[config.mk]
export PLATFORM = sky130hd
export DESIGN_NAME = smult16_err_acc
export DESIGN_NICKNAME = d
export VERILOG_FILES = /design/src/rtl/smult16_err_acc.sv
export SDC_FILE = /design/constraint.sdc
export NUM_CORES = 2
export LEC_CHECK = 0
export CAP_MARGIN = 25
export CELL_PAD_IN_SITES_DETAIL_PLACEMENT = 0
export CELL_PAD_IN_SITES_GLOBAL_PLACEMENT = 1
export CORE_UTILIZATION = 49
export DETAILED_ROUTE_END_ITERATION = 6
export DONT_BUFFER_PORTS = 1
export GPL_TIMING_DRIVEN = 0
export PLACE_DENSITY = 0.78
export SYNTH_ARGS = -nofsm -noshare
export SYNTH_HDL_FRONTEND = slang
export SYNTH_SLANG_ARGS = --single-unit
[constraint.sdc]
create_clock -name clk -period 6.7 [get_ports clk]
set_input_delay 1.675 -clock clk [delete_from_list [all_inputs] [get_ports clk]]
set_output_delay 1.675 -clock clk [all_outputs]
set_load 0.01 [all_outputs]
[src/rtl/smult16_err_acc.sv]
// Error-statistics accumulator for a 16-bit signed approximate multiplier.
// It recomputes the exact product and accumulates error metrics over a sample window.
module smult16_err_acc #(
  parameter int WIDTH = 16,
  parameter int OUTW  = 32,
  parameter int CNTW  = 16,
  parameter int ACCW  = 48
) (
  input  logic              clk,
  input  logic              rst_n,
  input  logic              start,
  input  logic [CNTW-1:0]   num_samples,
  input  logic              in_valid,
  output logic              in_ready,
  input  logic [WIDTH-1:0]  op_a,
  input  logic [WIDTH-1:0]  op_b,
  input  logic [OUTW-1:0]   p_approx,
  output logic              busy,
  output logic              done,
  output logic [CNTW-1:0]   err_count,
  output logic [ACCW-1:0]   sum_err,
  output logic [ACCW-1:0]   sum_abs_err,
  output logic [OUTW:0]     max_abs_err,
  output logic              overflow
);

  localparam logic [1:0] ST_IDLE  = 2'd0;
  localparam logic [1:0] ST_RUN   = 2'd1;
  localparam logic [1:0] ST_DRAIN = 2'd2;
  localparam logic [1:0] ST_DONE  = 2'd3;

  logic [1:0]       state_q, state_d;
  logic [CNTW-1:0]  n_q, n_d;
  logic [CNTW-1:0]  acc_cnt_q, acc_cnt_d;

  logic             s1_valid_q, s1_valid_d;
  logic [OUTW-1:0]  s1_exact_q, s1_exact_d;
  logic [OUTW-1:0]  s1_approx_q, s1_approx_d;

  logic             s2_valid_q, s2_valid_d;
  logic [OUTW:0]    s2_diff_q, s2_diff_d;
  logic [OUTW:0]    s2_abs_q, s2_abs_d;

  logic [CNTW-1:0]  err_count_q, err_count_d;
  logic [ACCW-1:0]  sum_err_q, sum_err_d;
  logic [ACCW-1:0]  sum_abs_q, sum_abs_d;
  logic [OUTW:0]    max_abs_q, max_abs_d;
  logic             overflow_q, overflow_d;

  logic             accept;
  logic             clear_results;
  logic [CNTW-1:0]  acc_cnt_inc;
  logic [OUTW-1:0]  a_ext;
  logic [OUTW-1:0]  b_ext;
  logic [OUTW-1:0]  exact_prod;
  logic [OUTW:0]    diff;
  logic [ACCW-1:0]  diff_ext;
  logic [ACCW-1:0]  sum_err_nxt;
  logic             sum_err_wrap;
  logic [ACCW:0]    sum_abs_full;

  assign in_ready      = (state_q == ST_RUN) && (acc_cnt_q < n_q);
  assign accept        = in_ready && in_valid;
  assign clear_results = (state_q == ST_IDLE) && start;
  assign acc_cnt_inc   = acc_cnt_q + CNTW'(1);

  always_comb begin
    state_d   = state_q;
    n_d       = n_q;
    acc_cnt_d = acc_cnt_q;
    case (state_q)
      ST_IDLE: begin
        if (start) begin
          acc_cnt_d = '0;
          n_d       = num_samples;
          state_d   = (num_samples == '0) ? ST_DONE : ST_RUN;
        end
      end
      ST_RUN: begin
        if (accept) begin
          acc_cnt_d = acc_cnt_inc;
          if (acc_cnt_inc == n_q) begin
            state_d = ST_DRAIN;
          end
        end
      end
      // The last sample has just reached S2 once S1 is empty, so its update lands now.
      ST_DRAIN: begin
        if (s2_valid_q && !s1_valid_q) begin
          state_d = ST_DONE;
        end
      end
      ST_DONE: begin
        state_d = ST_IDLE;
      end
      default: begin
        state_d = ST_IDLE;
      end
    endcase
  end

  // Low OUTW bits of the product of sign-extended operands give the exact signed product.
  always_comb begin
    a_ext       = {{(OUTW-WIDTH){op_a[WIDTH-1]}}, op_a};
    b_ext       = {{(OUTW-WIDTH){op_b[WIDTH-1]}}, op_b};
    exact_prod  = a_ext * b_ext;
    s1_valid_d  = accept;
    s1_exact_d  = s1_exact_q;
    s1_approx_d = s1_approx_q;
    if (accept) begin
      s1_exact_d  = exact_prod;
      s1_approx_d = p_approx;
    end
  end

  always_comb begin
    diff       = {s1_approx_q[OUTW-1], s1_approx_q} - {s1_exact_q[OUTW-1], s1_exact_q};
    s2_valid_d = s1_valid_q;
    s2_diff_d  = s2_diff_q;
    s2_abs_d   = s2_abs_q;
    if (s1_valid_q) begin
      s2_diff_d = diff;
      s2_abs_d  = diff[OUTW] ? (~diff + (OUTW+1)'(1)) : diff;
    end
  end

  // The absolute sum saturates; the signed sum wraps. Either event is sticky in overflow.
  always_comb begin
    diff_ext     = {{(ACCW-OUTW-1){s2_diff_q[OUTW]}}, s2_diff_q};
    sum_err_nxt  = sum_err_q + diff_ext;
    sum_err_wrap = (sum_err_q[ACCW-1] == diff_ext[ACCW-1]) &&
                   (sum_err_nxt[ACCW-1] != sum_err_q[ACCW-1]);
    sum_abs_full = {1'b0, sum_abs_q} + {{(ACCW-OUTW){1'b0}}, s2_abs_q};

    err_count_d  = err_count_q;
    sum_err_d    = sum_err_q;
    sum_abs_d    = sum_abs_q;
    max_abs_d    = max_abs_q;
    overflow_d   = overflow_q;

    if (clear_results) begin
      err_count_d = '0;
      sum_err_d   = '0;
      sum_abs_d   = '0;
      max_abs_d   = '0;
      overflow_d  = 1'b0;
    end else if (s2_valid_q) begin
      sum_err_d = sum_err_nxt;
      if (sum_err_wrap) begin
        overflow_d = 1'b1;
      end
      if (sum_abs_full[ACCW]) begin
        sum_abs_d  = '1;
        overflow_d = 1'b1;
      end else begin
        sum_abs_d = sum_abs_full[ACCW-1:0];
      end
      if (s2_abs_q > max_abs_q) begin
        max_abs_d = s2_abs_q;
      end
      if (s2_diff_q != '0) begin
        err_count_d = err_count_q + CNTW'(1);
      end
    end
  end

  always_ff @(posedge clk or negedge rst_n) begin
    if (!rst_n) begin
      state_q     <= ST_IDLE;
      n_q         <= '0;
      acc_cnt_q   <= '0;
      s1_valid_q  <= 1'b0;
      s1_exact_q  <= '0;
      s1_approx_q <= '0;
      s2_valid_q  <= 1'b0;
      s2_diff_q   <= '0;
      s2_abs_q    <= '0;
      err_count_q <= '0;
      sum_err_q   <= '0;
      sum_abs_q   <= '0;
      max_abs_q   <= '0;
      overflow_q  <= 1'b0;
    end else begin
      state_q     <= state_d;
      n_q         <= n_d;
      acc_cnt_q   <= acc_cnt_d;
      s1_valid_q  <= s1_valid_d;
      s1_exact_q  <= s1_exact_d;
      s1_approx_q <= s1_approx_d;
      s2_valid_q  <= s2_valid_d;
      s2_diff_q   <= s2_diff_d;
      s2_abs_q    <= s2_abs_d;
      err_count_q <= err_count_d;
      sum_err_q   <= sum_err_d;
      sum_abs_q   <= sum_abs_d;
      max_abs_q   <= max_abs_d;
      overflow_q  <= overflow_d;
    end
  end

  assign busy        = (state_q == ST_RUN) || (state_q == ST_DRAIN);
  assign done        = (state_q == ST_DONE);
  assign err_count   = err_count_q;
  assign sum_err     = sum_err_q;
  assign sum_abs_err = sum_abs_q;
  assign max_abs_err = max_abs_q;
  assign overflow    = overflow_q;

endmodule

After elaboration in Yosys (flattened, before gate mapping):

Index checks and enable logic that the tools add are counted.

* bits in registers: 312
* bits in latches: 0
* memory bits (writable): 0
* memory bits (read-only): 0
* input bits: 84
* output and inout port bits: 149
* word-level logic and storage cells: 80
* memories: 0

* add/sub/neg operators: 6
* multipliers: 1
* divide/modulo/power cells: 0
* magnitude comparators: 2
* eq/ne operators: 10
* shifts and indexed selects: 0
* mux-type cells: 25
* bitwise logic cells: 1
* reduce and logical (&&, ||, !) cells: 21

Operators with widths (number)
* $mux W48: 5
* $mux W33: 4
* $mux W16: 5
* $add A48 B33 Y49: 1
* $add A48 B48 Y48: 1
* $add A33 B1 Y33 const B: 1
* $gt A33 B33 Y1: 1
* $not A33 Y33: 1
* $reduce_bool A33 Y1: 1
* $sub A32 B32 Y33: 1
* $add A16 B1 Y16 const B: 2
* $mul A16 B16 Y32: 1
* $pmux W16 S2: 1
* $eq A16 B16 Y1: 1
* $logic_not A16 Y1: 1
* $lt A16 B16 Y1: 1
* $mux W2: 5
* $pmux W2 S4: 1
* $reduce_and A2 Y1: 4
* $reduce_bool A2 Y1: 4
* $ne A2 B2 Y1 const B: 3
* $logic_and A1 B1 Y1: 5
* $eq A2 B2 Y1 const B: 2
* $mux W1: 4
* 10 further kinds: 10

Longest topological paths before layout:

* depth after elaboration: 7
* gate-level depth with buffers: 26
* gate-level depth less buffers: 25

Least setup slack after synthesis:

No wires, ideal clock.

* path type: input to register
* from: input op_a[15]
* to: register s1_exact_q[31]
* setup time: 0.136 ns
* arrival time: 7.633 ns
* required time: 6.564 ns
* setup slack: -1.069 ns
* cell stages on the path: 22
* buffers on the path: 1
* path through: clkbuf_1 -> nand2_1 -> fa_1 -> inv_1 -> fa_1 -> inv_1 -> fa_1 -> inv_1 -> fa_1 -> fa_1 -> inv_1 -> fa_1 -> inv_1 -> ha_1 -> nand4_1 -> or2_2 -> o31a_1 -> o21ai_0 -> o41a_1 -> a21oi_1 -> xnor2_1 -> o21ai_0

* cells in the longest elaborated chain, start to end: 1

Ends and longest elaborated chain
* start: declaration: RTL line 15 `input logic [WIDTH-1:0] op_a,`
* $mul A16 B16 Y32: RTL line 106 `exact_prod = a_ext * b_ext;`
* end signal: assignment: RTL line 188 `s1_exact_q <= s1_exact_d;`
* end: declaration: RTL line 37 `logic [OUTW-1:0] s1_exact_q, s1_exact_d;`

No other way between the ends.
A chain may end at the register's enable or synchronous reset.

Worst setup path in the final report:

* from: input op_b[3]
* to: register s1_exact_q[31]

* cells in the longest elaborated chain, start to end: 1

Ends and longest elaborated chain
* start: declaration: RTL line 16 `input logic [WIDTH-1:0] op_b,`
* $mul A16 B16 Y32: RTL line 106

No other way between the ends.

==> results.txt <==
outcome: complete, but fails checks
failing checks: DRC, setup timing
Routed WL per cell: 21.2 um
met3 wire len: 5.30 mm
power per cell area: 461 nW/um^2
worst hold slack: 0.373 ns
final setup vio count: 7
clk buf depth: 3
vias: 25413
Post-DP Area: 32200 sq um
GPL Wtd Cong: 0.952
synth unique cells: 80
Die ar.: 63900 sq um
MaxCap Viol Count: 0
final std cells w/o fill: 4468
type of origin of the critical path: input pin
Mapped Cells: 3511
Synth Area in Simple Gates: 15.6%
# rows: 91
largest cells by area after synthesis: dfrtp_1 25%, fa_1 17%, ha_1 10%
Die W: 253 um
reg2reg setup slack: 1.92 ns
post-synth top area cell: dfrtp_1
post-synthesis adder-cell area fraction: 27.4%
Max VDD drop: 0.581 mV
Critical path origin: op_b[3]
Final Total Pwr: 15.9 mW
largest net degree at the start of global routing: 312
commonest non-fill, non-tap cell in the layout: inv_1
port buffer count: 0
fmax: 0.142 GHz
M1 WL: 38.9 mm
Lkg Pwr: 16.9 nW
final wirelength: 94.8 mm
crit path DAT: 7.47 ns
Area Growth Syn to Fin: 12.0%
FF-to-FF path depth: 16
xor and xnor area share after synthesis: 5.31%
Max Clock Skew: 0.0275 ns
CTS tree: built
CTS Buf Count: 38
Synth Register Bits: 311
setup TNS: -1.46 ns
fin. max-slew vios: 0
RSZ-0062 raised after global routing: yes
RR Endpoint: sum_abs_err[43]$_DFFE_PN0P_
crit share post-route: 105%
Core Area: 61900 sq um
Most used DFF post-synth: dfrtp_1
initial core utilization: 49.8%
multiplexer share of the synthesized area: 2.44%
CP endpoint kind: flop
sequential area share after synthesis: 25.3%
slew at the pin closest to its max-slew limit: 1.06 ns
Placed Instances: 4348
# hold bufs at CTS: 0
remaining global-route overflow: 0
Syn Area/Cell: 8.78 sq um
final standard cell utilization of the core: 55.7%
Hold Path Cell Cnt: 0
complex-gate fraction of the synthesized area: 16.5%
Setup WS post-layout: -0.346 ns
Chip Height: 253 um
most frequent cells in the layout: 431 x inv_1, 366 x nand2_1, 311 x dfrtp_1
clock latency on the worst-skew pair: 0.58 ns
hold_sp: s1_valid_q$_DFF_PN0_
I/O pin count: 233
synthesis warning total: 0
min cycle time layout: 7.05 ns
slew margin rel.: 29.2%
vias per cell: 5.69
# clock sinks: 311
critical path type: input pin to flop
drt initial violations: 1592
1st-pass router iterations: 7
root buffer cell: clkbuf_16
hold crit path type: flop to flop
share of post-route cells with drive strength above 1: 8.93%
post-route cell area: 34500 sq um
filler instances: 5721
first-pass GRT wire length: 147 mm
Layout Nets: 4198
area share of the largest cell type after synthesis: 25.3%
Syn Std Cell Area: 30800 sq um
main combinational cell family by area after synthesis: adder cells
ANT nets after route: 0
DP Wirelength: 76.1 mm
Critical Path RT: 7.13 ns
WHS Endpoint: s2_valid_q$_DFF_PN0_
EDFF count, synth: 0
Total GRT Usage: 29.7%
WL met2: 46.0 mm
Top Metal Used: met5
DRC viols: 1
# H-tree levels: 2
post-place setup slack: -1.35 ns
Final Hold Viols: 0
vias in the first global route: 26060
antenna violations before repair: 8
Post-synth ARST share: 100%
Crit Path Max Fanout: 7
Worst-path clk slew: 0.06 ns
r2r startpoint: s2_diff_q[0]$_DFFE_PN0P_
syn nets: 4110
-- state kept, by name, summed over array words and instances, names as in the netlist, 2 cells and up --
name	cells
acc_cnt_q	16
err_count	16
s2_diff_q	33
max_abs_err	33
s1_exact_q	32
state_q	2
n_q	16
s2_abs_q	32
sum_err	48
s1_approx_q	32
sum_abs_err	48
-- kinds of logic (layout without fill, tap and decap cells) --
kind of cell | count (synthesis) | in the layout
other | 0 | 3
and+or+nand+nor | 1011 | 1011
xor gates and xnor gates | 187 | 187
AOI/OAI and AO/OA | 800 | 800
adders and majority gates | 515 | 515
muxes | 71 | 71
DFF | 311 | 311
buffers and inverters | 616 | 733
-- critical path, cell delays in order --
cell and delay (ns):
clkbuf_16 0.14, and2_4 0.14, fa_2 0.50, buf_4 0.16, buf_6 0.10, fa_2 0.58
fa_1 0.44, fa_1 0.46, fa_1 0.49, inv_1 0.05, fa_1 0.49, inv_2 0.05
ha_4 0.23, a21o_1 0.20, a21o_1 0.20, a21oi_2 0.21, o21ai_2 0.09, a31oi_1 0.14
o31a_1 0.31, o21ai_2 0.09, o41a_1 0.34, a21oi_2 0.18, xnor2_2 0.13, o21ai_1 0.07
-- timing repair --
item / 4_1_cts / 5_1_grt
pin swaps: 38 / 98
cloned: 0 / 1
setup buffers: 36 / 15
resized for setup: 91 / 74
setup endpoints to repair: 10 / 12
-- area by class of cell --
type	count	area (sq um)	share of cell area (%)
diodes	3	7.51	0.0218
plain buffers	153	958	2.78
clock buffers	50	1070	3.09
clock inverters	19	238	0.689
inverters	462	1740	5.05
multi-input cells	2584	21200	61.6
flip-flops and latches	311	7780	22.6
well taps	837	1050	3.03
repair buffers	49	419	1.21
-- metal layers --
layer / vias up / global-route usage (%)
met5: - / 0
met4: 10 / 13.2
met1: 12510 / 36.1
met3: 204 / 4.88
li1: 12010 / -
met2: 679 / 51.8
-- Yosys cell counts, types with 39 or more instances --
cell and instances:
ha_1 250, xnor2_1 113, inv_1 460, nand3_1 77, a21oi_1 179, o21ai_0 205
nand2_1 376, xor2_1 74, a21o_1 96, and2_1 135, fa_1 265, a211oi_1 39
dfrtp_1 311, a31oi_1 74, clkbuf_1 136, nor2_1 215, o31ai_1 52
-- how the worst max path moves through the flow --
stage | to | slack [ns] | depth (start not counted)
5_1_grt | s1_exact_q[30]$_DFFE_PN0P_ | -0.51 | 24
4_1_cts | s1_exact_q[30]$_DFFE_PN0P_ | -0.35 | 25
2_1_floorplan | s1_exact_q[30]$_DFFE_PN0P_ | -0.66 | 26
6_report | s1_exact_q[31]$_DFFE_PN0P_ | -0.35 | 24
3_3_place_gp | s1_exact_q[30]$_DFFE_PN0P_ | -1.37 | 24
3_5_place_dp | s1_exact_q[30]$_DFFE_PN0P_ | -1.35 | 24
-- power by group --
part           switching [mW]  leakage, nW  internal [mW]
sequential            0.00131         3.74           1.88
combinational            6.13         12.6           5.69
clock                   0.895        0.632           1.29
(Power assumes the default switching activity.)
